$ cat src/rtl/display_timing_gen.sv
// display_timing_gen: register-programmable raster timing generator.
//
// Geometry is written into staging registers over the CSDisplay/WAddr/WData
// bus. It is copied into the shadow registers only at a frame boundary, so a
// frame never mixes two geometries. Control writes (enable, sync polarities)
// take effect on the next edge.
//
// Ports
//   clk          pixel clock, rising edge
//   reset        asynchronous active-low reset
//   CSDisplay    write strobe, one write per high cycle
//   WAddr        0 = H cfg, 1 = V cfg, 2 = control, 3 = ignored
//   WData        H/V cfg: [CW-1:0] active, [2CW-1:CW] blank
//                control: [0] enable, [1] hsync pol, [2] vsync pol (1 = high)
//   HBOut/VBOut  horizontal / vertical blanking
//   AIPOut       active pixel index (0 outside the active pixels)
//   AILOut       active line index (0 in vertical blank)
//   de           data enable
//   hsync/vsync  sync pulses at programmed polarity
//   frame_start  one-cycle pulse at h = 0, v = 0
//   frame_cnt    completed frames, wrapping
//   cfg_err      sticky, set when a staged geometry with a zero field is rejected
//
// state   | meaning
// ST_IDLE | disabled; counters at 0, outputs idle
// ST_RUN  | enabled and scanning; commits at each frame end
module display_timing_gen #(
    parameter int CW      = 10,
    parameter int DW      = 32,
    parameter int HSYNC_W = 8,
    parameter int VSYNC_W = 2,
    parameter int FCW     = 16
) (
    input  logic          clk,
    input  logic          reset,
    input  logic          CSDisplay,
    input  logic [1:0]    WAddr,
    input  logic [DW-1:0] WData,
    output logic          HBOut,
    output logic          VBOut,
    output logic [CW-1:0] AIPOut,
    output logic [CW-1:0] AILOut,
    output logic          de,
    output logic          hsync,
    output logic          vsync,
    output logic          frame_start,
    output logic [FCW-1:0] frame_cnt,
    output logic          cfg_err
);
    // Counters are one bit wider than a field: active + blank can exceed 2^CW.
    localparam int XW = CW + 1;
    localparam logic [XW-1:0]   HSW   = XW'(HSYNC_W);
    localparam logic [XW-1:0]   VSW   = XW'(VSYNC_W);
    localparam logic [2*CW-1:0] H_RST = {CW'(160), CW'(640)};
    localparam logic [2*CW-1:0] V_RST = {CW'(45), CW'(480)};

    typedef enum logic {ST_IDLE = 1'b0, ST_RUN = 1'b1} state_t;

    state_t            state_q, state_d;
    logic [2*CW-1:0]   stage_h_q, stage_h_d, stage_v_q, stage_v_d;
    logic [2*CW-1:0]   shadow_h_q, shadow_h_d, shadow_v_q, shadow_v_d;
    logic [2:0]        ctrl_q, ctrl_d;
    logic [XW-1:0]     h_q, h_d, v_q, v_d;
    logic              hbo_q, hbo_d, vbo_q, vbo_d, de_q, de_d;
    logic              hsync_q, hsync_d, vsync_q, vsync_d, fs_q, fs_d, err_q, err_d;
    logic [CW-1:0]     aip_q, aip_d, ail_q, ail_d;
    logic [FCW-1:0]    fcnt_q, fcnt_d;

    logic              commit, stage_ok;
    logic [XW-1:0]     h_last, v_last;
    logic [XW-1:0]     ha, hbl, va, vbl, hsw, vsw;

    // Commit always takes the staging value from before any same-cycle write.
    assign stage_ok = (|stage_h_q[CW-1:0]) & (|stage_h_q[2*CW-1:CW]) &
                      (|stage_v_q[CW-1:0]) & (|stage_v_q[2*CW-1:CW]);
    assign h_last = {1'b0, shadow_h_q[CW-1:0]} + {1'b0, shadow_h_q[2*CW-1:CW]} - XW'(1);
    assign v_last = {1'b0, shadow_v_q[CW-1:0]} + {1'b0, shadow_v_q[2*CW-1:CW]} - XW'(1);

    generate
        if (DW > 2*CW) begin : g_unused
            logic unused_wdata;
            assign unused_wdata = ^WData[DW-1:2*CW];
        end
    endgenerate

    always_comb begin
        stage_h_d  = stage_h_q;
        stage_v_d  = stage_v_q;
        ctrl_d     = ctrl_q;
        shadow_h_d = shadow_h_q;
        shadow_v_d = shadow_v_q;
        err_d      = err_q;
        fcnt_d     = fcnt_q;
        state_d    = state_q;
        fs_d       = 1'b0;
        commit     = 1'b0;
        h_d        = '0;
        v_d        = '0;

        if (CSDisplay) begin
            case (WAddr)
                2'd0:    stage_h_d = WData[2*CW-1:0];
                2'd1:    stage_v_d = WData[2*CW-1:0];
                2'd2:    ctrl_d    = WData[2:0];
                default: ;
            endcase
        end

        if (!ctrl_d[0]) begin
            state_d = ST_IDLE;
        end else if (state_q == ST_IDLE) begin
            // First enabled cycle: load geometry and start a frame at (0,0).
            state_d = ST_RUN;
            commit  = 1'b1;
            fs_d    = 1'b1;
        end else if (h_q != h_last) begin
            h_d = h_q + XW'(1);
            v_d = v_q;
        end else if (v_q != v_last) begin
            v_d = v_q + XW'(1);
        end else begin
            commit = 1'b1;
            fs_d   = 1'b1;
            fcnt_d = fcnt_q + FCW'(1);
        end

        if (commit) begin
            if (stage_ok) begin
                shadow_h_d = stage_h_q;
                shadow_v_d = stage_v_q;
            end else begin
                err_d = 1'b1;
            end
        end
    end

    // Outputs are decoded from next-cycle position and geometry so that the
    // registered outputs line up with the registered counters.
    always_comb begin
        ha      = {1'b0, shadow_h_d[CW-1:0]};
        hbl     = {1'b0, shadow_h_d[2*CW-1:CW]};
        va      = {1'b0, shadow_v_d[CW-1:0]};
        vbl     = {1'b0, shadow_v_d[2*CW-1:CW]};
        hsw     = (HSW < hbl) ? HSW : hbl;
        vsw     = (VSW < vbl) ? VSW : vbl;
        hbo_d   = 1'b1;
        vbo_d   = 1'b1;
        aip_d   = '0;
        ail_d   = '0;
        de_d    = 1'b0;
        hsync_d = ~ctrl_d[1];
        vsync_d = ~ctrl_d[2];
        if (ctrl_d[0]) begin
            hbo_d   = (h_d >= ha);
            vbo_d   = (v_d >= va);
            aip_d   = hbo_d ? '0 : h_d[CW-1:0];
            ail_d   = vbo_d ? '0 : v_d[CW-1:0];
            de_d    = ~hbo_d & ~vbo_d;
            hsync_d = ((h_d >= ha) && (h_d < ha + hsw)) ? ctrl_d[1] : ~ctrl_d[1];
            vsync_d = ((v_d >= va) && (v_d < va + vsw)) ? ctrl_d[2] : ~ctrl_d[2];
        end
    end

    always_ff @(posedge clk or negedge reset) begin
        if (!reset) begin
            state_q    <= ST_IDLE;
            stage_h_q  <= H_RST;
            stage_v_q  <= V_RST;
            shadow_h_q <= H_RST;
            shadow_v_q <= V_RST;
            ctrl_q     <= '0;
            h_q        <= '0;
            v_q        <= '0;
            hbo_q      <= 1'b1;
            vbo_q      <= 1'b1;
            aip_q      <= '0;
            ail_q      <= '0;
            de_q       <= 1'b0;
            hsync_q    <= 1'b1;
            vsync_q    <= 1'b1;
            fs_q       <= 1'b0;
            fcnt_q     <= '0;
            err_q      <= 1'b0;
        end else begin
            state_q    <= state_d;
            stage_h_q  <= stage_h_d;
            stage_v_q  <= stage_v_d;
            shadow_h_q <= shadow_h_d;
            shadow_v_q <= shadow_v_d;
            ctrl_q     <= ctrl_d;
            h_q        <= h_d;
            v_q        <= v_d;
            hbo_q      <= hbo_d;
            vbo_q      <= vbo_d;
            aip_q      <= aip_d;
            ail_q      <= ail_d;
            de_q       <= de_d;
            hsync_q    <= hsync_d;
            vsync_q    <= vsync_d;
            fs_q       <= fs_d;
            fcnt_q     <= fcnt_d;
            err_q      <= err_d;
        end
    end

    assign HBOut       = hbo_q;
    assign VBOut       = vbo_q;
    assign AIPOut      = aip_q;
    assign AILOut      = ail_q;
    assign de          = de_q;
    assign hsync       = hsync_q;
    assign vsync       = vsync_q;
    assign frame_start = fs_q;
    assign frame_cnt   = fcnt_q;
    assign cfg_err     = err_q;

endmodule

$ cat config.mk
export PLATFORM = sky130hd
export DESIGN_NAME = display_timing_gen
export DESIGN_NICKNAME = d
export VERILOG_FILES = /design/src/rtl/display_timing_gen.sv
export SDC_FILE = /design/constraint.sdc
export NUM_CORES = 1
export LEC_CHECK = 0
export ABC_AREA = 0
export CAP_MARGIN = 20
export CORE_ASPECT_RATIO = 1.2
export CORE_MARGIN = 3
export CORE_UTILIZATION = 40
export CTS_BUF_LIST = sky130_fd_sc_hd__clkbuf_4 sky130_fd_sc_hd__clkbuf_8 sky130_fd_sc_hd__clkbuf_16
export CTS_CLUSTER_DIAMETER = 150
export DETAILED_ROUTE_END_ITERATION = 8
export PLACE_DENSITY = 0.71
export SYNTH_ARGS = -nofsm -noshare
export SYNTH_HDL_FRONTEND = slang
export SYNTH_SLANG_ARGS = --single-unit
$ cat constraint.sdc
create_clock -name clk -period 18.85 [get_ports clk]
set_input_delay 4.7125 -clock clk [delete_from_list [all_inputs] [get_ports clk]]
set_output_delay 4.7125 -clock clk [all_outputs]
set_load 0.05 [all_outputs]
==> flow_summary.toml <==
[yosys]
yosysUniqueCellTypes = 61
synth-edff-count = 0
synthTopCellsByArea = "dfrtp_1 (33%), ha_1 (14%), dfstp_2 (8.1%), mux2_2 (5.3%), inv_1 (4.6%)"
yosysTopAreaCell = "dfrtp_1"
yosysWarningCount = 0
ys_seq_area_share_pct = 41.3
synth_top_area_share_pct = 33.2
syn_inst = 903
ys_ff_latch = 148
async_flop_share_pct = 100
ys.flop_type = "dfrtp_1"
syn-cell-area_um2 = 9050
synth.avg_cell_area_um2 = 10.0

[hold_path]
min_from = "frame_cnt[15]$_DFFE_PN0P_"
hp-class = "reg2reg"
hold_depth = 1
hold_path_end = "frame_cnt[15]$_DFFE_PN0P_"

[detailed_routing]
routed-via-count = 6590
drt-total-wl_um = 20600
postRouteAntennaNets = 0
drt-pass1-iter-count = 4
route.detailed.drc = 0
drtIter0Drc = 410
avgViaCountPerCell = 5.17
wire_per_inst_um = 16.2

[pwr]
peakVddDrop_v = 0.0000716
combPwrFrac_pct = 54.5
total_power_mw = 1.75
p_int_mw = 1.01
sw_frac_of_total_pct = 41.9
p_leak_nw = 5.10
clkPwrFrac_pct = 20.4
powerDensity_nw_per_um2 = 164
p_sw_uw = 732
seqPwrFrac_pct = 25.1

[global_routing]
track_usage_pct = 17.5
top_usage_layer = "met2"
grt_pass1_wl_um = 33500
grt_max_degree = 84
grt_pass1_vias = 6647
antenna_found_initial = 0
grtUsageMet1_pct = 22.3
grt-ovfl-total = 0
grtUsageMet2_pct = 29.6
gr-usage-met3_pct = 4.14

[cts]
clock_path_buffers = 2
cts_buffers = 17
hold_buffers = 0
cts_setup_buffers = 0
insertion_delay_ps = 430
post_cts_resized = 0
clock_sinks = 148
cts-root-buf = "clkbuf_16"
clkSlewWorstSetupHoldPaths_ps = 60
cts_tree = "built"
htreeDepth = 4

[run]
drv_cap = 0

[critical_path]
crit_buf_inv = 3
critPathSlowestCell = "buf_4"
max_stage_delay_ps = 560
cp_max_fo = 39
critPathMostFrequentCell = "a21oi_1"
cp.required_ps = 19180
reg2reg_slack_ps = 10490
critical-path-top-delay-family = "compound AO/OA/AOI/OAI gates"
worstPathArrival_ps = 11090
path_cells = "clkdlybuf4s50_1 -> nand3b_1 -> mux2i_1 -> a21oi_2 -> and2b_2 -> buf_4 -> mux2i_1 -> inv_1 -> ha_1 -> a21o_1 -> a21oi_1 -> o21ai_0 -> a21oi_1 -> nand2b_1 -> a21oi_1 -> o21ai_0 -> nand2b_1 -> a21oi_1 -> xor2_1 -> ha_1 -> a21o_1 -> a2111oi_0 -> o211ai_1 -> xor2_1"
r2r-end = "vsync$_DFF_PN1_"
crit_path_start_kind = "input pin"
worst_r2r_path_depth = 33
reg2reg_from = "shadow_h_q[1]$_DFF_PN0_"
end_kind = "flop"
critPathKind = "in2reg"

[cells_and_area]
area_delta_synth_final_pct = 18.0
antennaDiodeCount = 0
multi_input_comb_area_um2 = 4830
final_cell_mix = "dfrtp_1 (120), inv_1 (112), ha_1 (101)"
post-route-util_pct = 48.5
nFillCells = 2051
final_cells = 1275
seqCellArea_um2 = 3740
nNetsFinal = 1130
drive_gt1_share_pct = 12.0
layout_commonest_cell = "dfrtp_1"

[placement]
hpwlAfterDp_um = 15900
io_buffer_count = 67
dp_slack_ps = 7720
dp.cells = 1242
gp_congestion = 0.832

[timing]
drv_slew = 0
timing.final.crit_share_pct = 57.1
setup_tns_ps = 0
finalClockSkew_ps = 10.9
slew_headroom_pct = 39.9
setup_violations = 0
final_hold_viol_count = 0
fmax_mhz = 92.9
setup_ws_ps = 8090
worst-slew-pin-transition_ps = 894
min_period_ps = 10760
rsz0062_at_grt = "no"

[die]
die_width_um = 143
rows = 59
boundaryPins = 80
core_area_um2 = 22000
die-area_um2 = 24500
die_h_um = 171
start_util_pct = 41.2

[run_status]
status = "completed"
-- sequential cells by signal, summed over array words and instances, names as in the netlist --
| register | count |
|---|---|
| AILOut | 10 |
| de | 1 |
| frame_cnt | 16 |
| HBOut | 1 |
| v_q | 11 |
| vsync | 1 |
| cfg_err | 1 |
| VBOut | 1 |
| AIPOut | 10 |
| shadow_h_q | 20 |
| ctrl_q | 3 |
| stage_h_q | 20 |
| frame_start | 1 |
| stage_v_q | 20 |
| h_q | 11 |
| shadow_v_q | 20 |
| hsync | 1 |
-- cell families after synthesis --
family                     after synthesis  synth area share [%]
muxes                                   64                  7.67
AOI/OAI and AO/OA                      139                  9.80
xor gates and xnor gates                81                  7.84
adders and majority gates              105                  14.8
other                                    1                0.0414
buffers and inverters                  134                  5.94
and+or+nand+nor                        231                  12.6
DFF                                    148                  41.3
-- through the flow --
stage	instance area [um^2]	hold WS (ps)
floorplan	9100	459
global placement	10000	446
detailed placement	10000	456
CTS	10700	471
global route	10700	484
finish	10700	470
-- cell usage after synthesis (all sizes together) (17+ instances only) --
master,count
a21o,17
inv,115
mux2,43
ha,101
xor2,39
dfrtp,120
xnor2,42
a21oi,32
o21ai,45
dfstp,28
mux2i,21
nand2,55
nand3,30
nor2,53
nor3,24
-- power groups by stage --
stage / registers [mW] / logic, mW / clock network (mW)
global placement: 0.442 / 0.920 / 0
CTS: 0.438 / 0.952 / 0.363
detailed placement: 0.443 / 0.945 / 0
finish: 0.439 / 0.951 / 0.356
global route: 0.447 / 1.08 / 0.377
floorplan: 0.443 / 0.735 / 0
-- final cells by class --
type                            instances  area share (%)
Multi-Input combinational cell        634            45.2
Inverter                              115            4.04
Clock inverter                         13            1.66
Timing Repair Buffer                   72            6.71
Sequential cell                       148            35.0
Clock buffer                           19            4.12
Tap cell                              274            3.21
-- worst max path at each step --
stage	slack, ps	cells after the start	startpoint	endpoint
CTS	8160	25	WAddr[0]	vsync$_DFF_PN1_
floorplan	10040	24	WAddr[0]	vsync$_DFF_PN1_
global placement	7820	25	WAddr[0]	vsync$_DFF_PN1_
global route	7570	25	WAddr[0]	vsync$_DFF_PN1_
finish	8090	24	WAddr[0]	vsync$_DFF_PN1_
detailed placement	7720	24	WAddr[0]	vsync$_DFF_PN1_
-- per-layer routing --
layer,vias up,part of all wire [%]
met3,26,4.0
met2,117,49
met5,-,0
li1,3251,-
met4,0,2.1
met1,3196,45
-- worst register-to-register path: cells and delay by family (launching register included) --
| family | cells | cell delay, ps |
|---|---|---|
| AOI/OAI and AO/OA | 14 | 3400 |
| xor gates and xnor gates | 3 | 610 |
| adders and majority gates | 5 | 1390 |
| buffers and inverters | 5 | 840 |
| DFF | 1 | 360 |
| muxes | 1 | 450 |
| and+or+nand+nor | 5 | 1200 |
Note: power is estimated with default switching activity, not from simulation.
